File: config.mk
export PLATFORM = sky130hd
export DESIGN_NAME = iterative_multiplication
export DESIGN_NICKNAME = d
export VERILOG_FILES = /design/src/rtl/iterative_multiplication.sv
export SDC_FILE = /design/constraint.sdc
export NUM_CORES = 2
export LEC_CHECK = 0
export CORE_UTILIZATION = 48
export DETAILED_ROUTE_END_ITERATION = 10
export PLACE_DENSITY = 0.72
export REMOVE_ABC_BUFFERS = 1
export SYNTH_ARGS = -nofsm -noshare
export SYNTH_HDL_FRONTEND = slang
export SYNTH_SLANG_ARGS = --single-unit
File: constraint.sdc
create_clock -name clk_in -period 19.8 [get_ports clk_in]
set_clock_uncertainty 0.1 [all_clocks]
set_input_delay 1.98 -clock clk_in [delete_from_list [all_inputs] [get_ports clk_in]]
set_output_delay 1.98 -clock clk_in [all_outputs]
set_load 0.005 [all_outputs]
File: src/rtl/iterative_multiplication.sv
// rtl/iterative_multiplication.sv - sign-magnitude multi-cycle multiplier, BITS_PER_CYCLE multiplier bits per clock
// Optional: define ITERATIVE_MULT_EARLY_TERMINATION_EN to finish as soon as the remaining multiplier bits are zero.
module iterative_multiplication #(
  parameter int OPERAND_WIDTH_IN_BITS = 64,
  parameter int PRODUCT_WIDTH_IN_BITS = 128,
  parameter int BITS_PER_CYCLE        = 4,
  parameter int TAG_WIDTH_IN_BITS     = 4
) (
  input  logic                             clk_in,
  input  logic                             reset_in,
  input  logic                             is_valid_in,
  output logic                             is_ready_out,
  input  logic                             multiplier_sign_bit_in,
  input  logic [OPERAND_WIDTH_IN_BITS-1:0] multiplier_in,
  input  logic                             multicand_sign_bit_in,
  input  logic [OPERAND_WIDTH_IN_BITS-1:0] multicand_in,
  input  logic [TAG_WIDTH_IN_BITS-1:0]     tag_in,
  output logic                             is_valid_out,
  input  logic                             is_ready_in,
  output logic                             product_sign_bit_out,
  output logic [PRODUCT_WIDTH_IN_BITS-1:0] product_out,
  output logic [TAG_WIDTH_IN_BITS-1:0]     tag_out
);

  localparam int W  = OPERAND_WIDTH_IN_BITS;
  localparam int P  = PRODUCT_WIDTH_IN_BITS;
  localparam int B  = BITS_PER_CYCLE;
  localparam int N  = W / B;
  localparam int CW = $clog2(N + 1);
  localparam int SW = $clog2(P);

  localparam logic [1:0] IDLE = 2'd0;
  localparam logic [1:0] BUSY = 2'd1;
  localparam logic [1:0] DONE = 2'd2;

  logic [1:0]                   state;
  logic [W-1:0]                 multicand;
  logic [W-1:0]                 shreg;
  logic [P-1:0]                 acc;
  logic [CW-1:0]                count;
  logic                         sign;
  logic [TAG_WIDTH_IN_BITS-1:0] tag;

  logic [W+B-1:0] pp_raw;
  logic [SW-1:0]  shamt;
  logic [P-1:0]   pp;
  logic [P-1:0]   acc_next;
  logic [W-1:0]   shreg_next;
  logic           last_iter;

  // One digit of the multiplier times the full multicand, placed at its digit position.
  always_comb begin
    pp_raw     = {{B{1'b0}}, multicand} * {{W{1'b0}}, shreg[B-1:0]};
    shamt      = SW'(count) * SW'(B);
    pp         = P'(pp_raw) << shamt;
    acc_next   = acc + pp;
    shreg_next = shreg >> B;
`ifdef ITERATIVE_MULT_EARLY_TERMINATION_EN
    last_iter  = (count == CW'(N - 1)) || (shreg_next == '0);
`else
    last_iter  = (count == CW'(N - 1));
`endif
  end

  always_ff @(posedge clk_in or negedge reset_in) begin
    if (!reset_in) begin
      state                <= IDLE;
      multicand            <= '0;
      shreg                <= '0;
      acc                  <= '0;
      count                <= '0;
      sign                 <= 1'b0;
      tag                  <= '0;
      is_ready_out         <= 1'b0;
      is_valid_out         <= 1'b0;
      product_sign_bit_out <= 1'b0;
      product_out          <= '0;
      tag_out              <= '0;
    end else begin
      case (state)
        IDLE: begin
          is_ready_out <= 1'b1;
          if (is_valid_in && is_ready_out) begin
            multicand    <= multicand_in;
            shreg        <= multiplier_in;
            tag          <= tag_in;
            sign         <= multiplier_sign_bit_in ^ multicand_sign_bit_in;
            acc          <= '0;
            count        <= '0;
            is_ready_out <= 1'b0;
            state        <= BUSY;
          end
        end
        BUSY: begin
          acc   <= acc_next;
          shreg <= shreg_next;
          count <= count + CW'(1);
          if (last_iter) begin
            state                <= DONE;
            is_valid_out         <= 1'b1;
            product_out          <= acc_next;
            // A zero magnitude is always reported as positive.
            product_sign_bit_out <= sign & (|acc_next);
            tag_out              <= tag;
          end
        end
        DONE: begin
          if (is_ready_in) begin
            state        <= IDLE;
            is_valid_out <= 1'b0;
            is_ready_out <= 1'b1;
          end
        end
        default: state <= IDLE;
      endcase
    end
  end

endmodule

==> run metrics <==
CP Data Required Time around 20 ns; die extent in x roughly 290 µm; adder and majority gate portion of the synthesized area between 10% and 20%; Clock transition at path regs 0.06 ns; Rel. slew slack 18.5%; share of layout cells above drive strength 1 slightly above 5%; Fin. Hold Viols 0; PortBufs 272; CP max stage cell nor4_1; share of synthesized registers carrying an async set or reset 100%; post-route cell area ~43000 µm²; global-route wire length before repair 229000 µm; top cell type's share of synthesized area approximately a quarter; fmax about 84 MHz; final worst setup slack slightly below 8 ns; Max Cap Viol 0; register bit count reported by yosys 403; WL/cell ~24 µm; Critical Path Max Stage Delay slightly below 1 ns; multiplexer area fraction after synthesis about 3.3%; die area roughly 82000 µm²; postcts setup bufs 0; post_cts resized 0; largest family of logic cells by synthesized area simple AND/OR/NAND/NOR gates; Final GP Congestion 1.03; routed wire length ~150000 µm; Congestion Overflow GR 0; Tmin final roughly 12 ns; drt pass-1 iters 8; Synth Instances slightly above 5k; largest net degree at the start of global routing 178; Compound-Gate Fraction of Synth Area between 20% and 30%; Bufs on Longest Clock Path 3; number of library cell types mapped by synthesis around 110; Worst-Skew Late Latency ~0.62 ns; placed wire-length estimate ~120000 µm; top cells by area, synth dfrtp_1 26%, nand2_1 7.5%, ha_1 6.5%; io pins about 270; placed inst area 41800 µm²; top-count cell post-synth nand2_1; worst hold slack roughly 0.37 ns; crit share post-route 60.1%; DRC violations left 0; CTS buffer count 47; Setup crit start kind flip-flop; synthesized area per cell 7.62 µm²; register area share after synthesis about a quarter; Vias 38.5k; XOR/XNOR share of the synthesized area 3.89%; dpl ws 8.44 ns; warnings from Yosys 0; Routed Antenna Nets 0; RSZ-0062 raised after global routing no; Die Span Y about 290 µm; max-slew violation count 0; Post-synth EDFFs 0; Core ar. 79400 µm²; Sink Count approximately 400; CTS tree built; worst slew pin tran 1.22 ns; root buffer cell clkbuf_16; crit path DAT 12.26 ns; post-synth top area cell dfrtp_1; endpoints failing setup 0; top post-synthesis cells by count 778 x nand2_1, 487 x o21ai_0, 426 x nor2_1, 403 x dfrtp_1, 338 x a21oi_1; Mapped Area between 30000 and 40000 µm²; DR iter-0 viols between 3k and 4k; final net count ~5.6k; Layout area overhead 12.3%; Crit. End Element flip-flop; worst-path fanout max 65; Synth Area in Simple Gates 23.9%; initial antenna violation count 6; vias per cell 6.19; status finished clean; hold-fix buffers at CTS 0; vias in the first global route 36.8k; Tot GR Track Use roughly 36%; Rows 103; worst setup path class flip-flop to flip-flop; dominant synthesized flop cell dfrtp_1; Fin Setup TNS 0 ns; Hold Path Class flip-flop to flip-flop; H-tree levels 2; Initial Util between 40% and 50%
-- through the flow --
| stage | utilization, % | instances |
|---|---|---|
| after global routing | 54.7 | 6211 |
| after global placement | 52.7 | 6123 |
| after detailed placement | 52.7 | 6123 |
| final | 54.7 | 6214 |
| after floorplan | - | 4756 |
| after CTS | 54.7 | 6211 |
-- sequential cells by signal (all words and copies together) (netlist names) --
register / cells
product_sign_bit_out: 1
state: 2
tag_out: 4
sign: 1
multicand: 64
product_out: 128
is_valid_out: 1
count: 5
tag: 4
shreg: 64
acc: 128
is_ready_out: 1
-- final cells by class --
type	count	area, µm²
Clock inverter	28	364
Sequential cell	403	10100
Tap cell	1050	1310
Antenna cell	3	7.51
Timing Repair Buffer	317	3090
Clock buffer	60	1270
Fill cell	7736	35900
Inverter	303	1140
Multi-Input combinational cell	4050	26200
-- logic make-up after synthesis --
kind of cell	after synthesis
simple gates	1982
compound gates	1454
buf+inv	625
flops	403
fa+ha+maj	326
xor+xnor	172
mux	116
-- worst paths after layout --
kind,endpoint,cells past startpoint,startpoint,slack (ns)
setup / recovery,product_sign_bit_out$_DFFE_PN0P_,32,shreg[3]$_DFFE_PN0P_,7.89
hold / removal,product_out[60]$_DFFE_PN0P_,2,product_out[60]$_DFFE_PN0P_,0.37
setup reg to reg,product_sign_bit_out$_DFFE_PN0P_,32,shreg[3]$_DFFE_PN0P_,7.89
hold reg to reg,product_out[60]$_DFFE_PN0P_,2,product_out[60]$_DFFE_PN0P_,0.37
max in group asynchronous,count[2]$_DFFE_PN0P_,3,reset_in,15.99
min in group asynchronous,product_out[21]$_DFFE_PN0P_,1,reset_in,1.33
-- routing by layer --
| metal | GRT usage, % | up-vias | share of wire, % |
|---|---|---|---|
| met3 | 5.78 | 285 | 7.8 |
| met5 | 0 | - | 0.026 |
| met1 | 49.8 | 18700 | 44 |
| met4 | 13.6 | 6 | 4.3 |
| li1 | - | 17900 | - |
| met2 | 56.7 | 1617 | 44 |
-- placed cells by master (no fill, tap or decap), types with 88 or more instances in the layout --
cell type        instances
xnor2_1                 88
dfrtp_1                399
nand4_1                105
nand2_1                776
a21o_1                  96
fa_1                   125
ha_1                   201
a21oi_1                338
clkdlybuf4s50_1        271
nand3_1                192
and2_1                 229
inv_1                  298
o21ai_0                487
nor2_1                 425
-- critical path, delay by kind of cell (launching register included) --
family / cells / cell delay [ns]
DFF: 1 / 0.36
and+or+nand+nor: 11 / 3.68
buffers and inverters: 3 / 0.39
adders and majority gates: 4 / 1.80
AOI/OAI and AO/OA: 10 / 3.98
muxes: 3 / 0.69
xor gates and xnor gates: 1 / 0.68
Power is left out: the tool's default activity adds up to more than one toggle a clock period on the data nets, which glitch-free logic cannot reach.
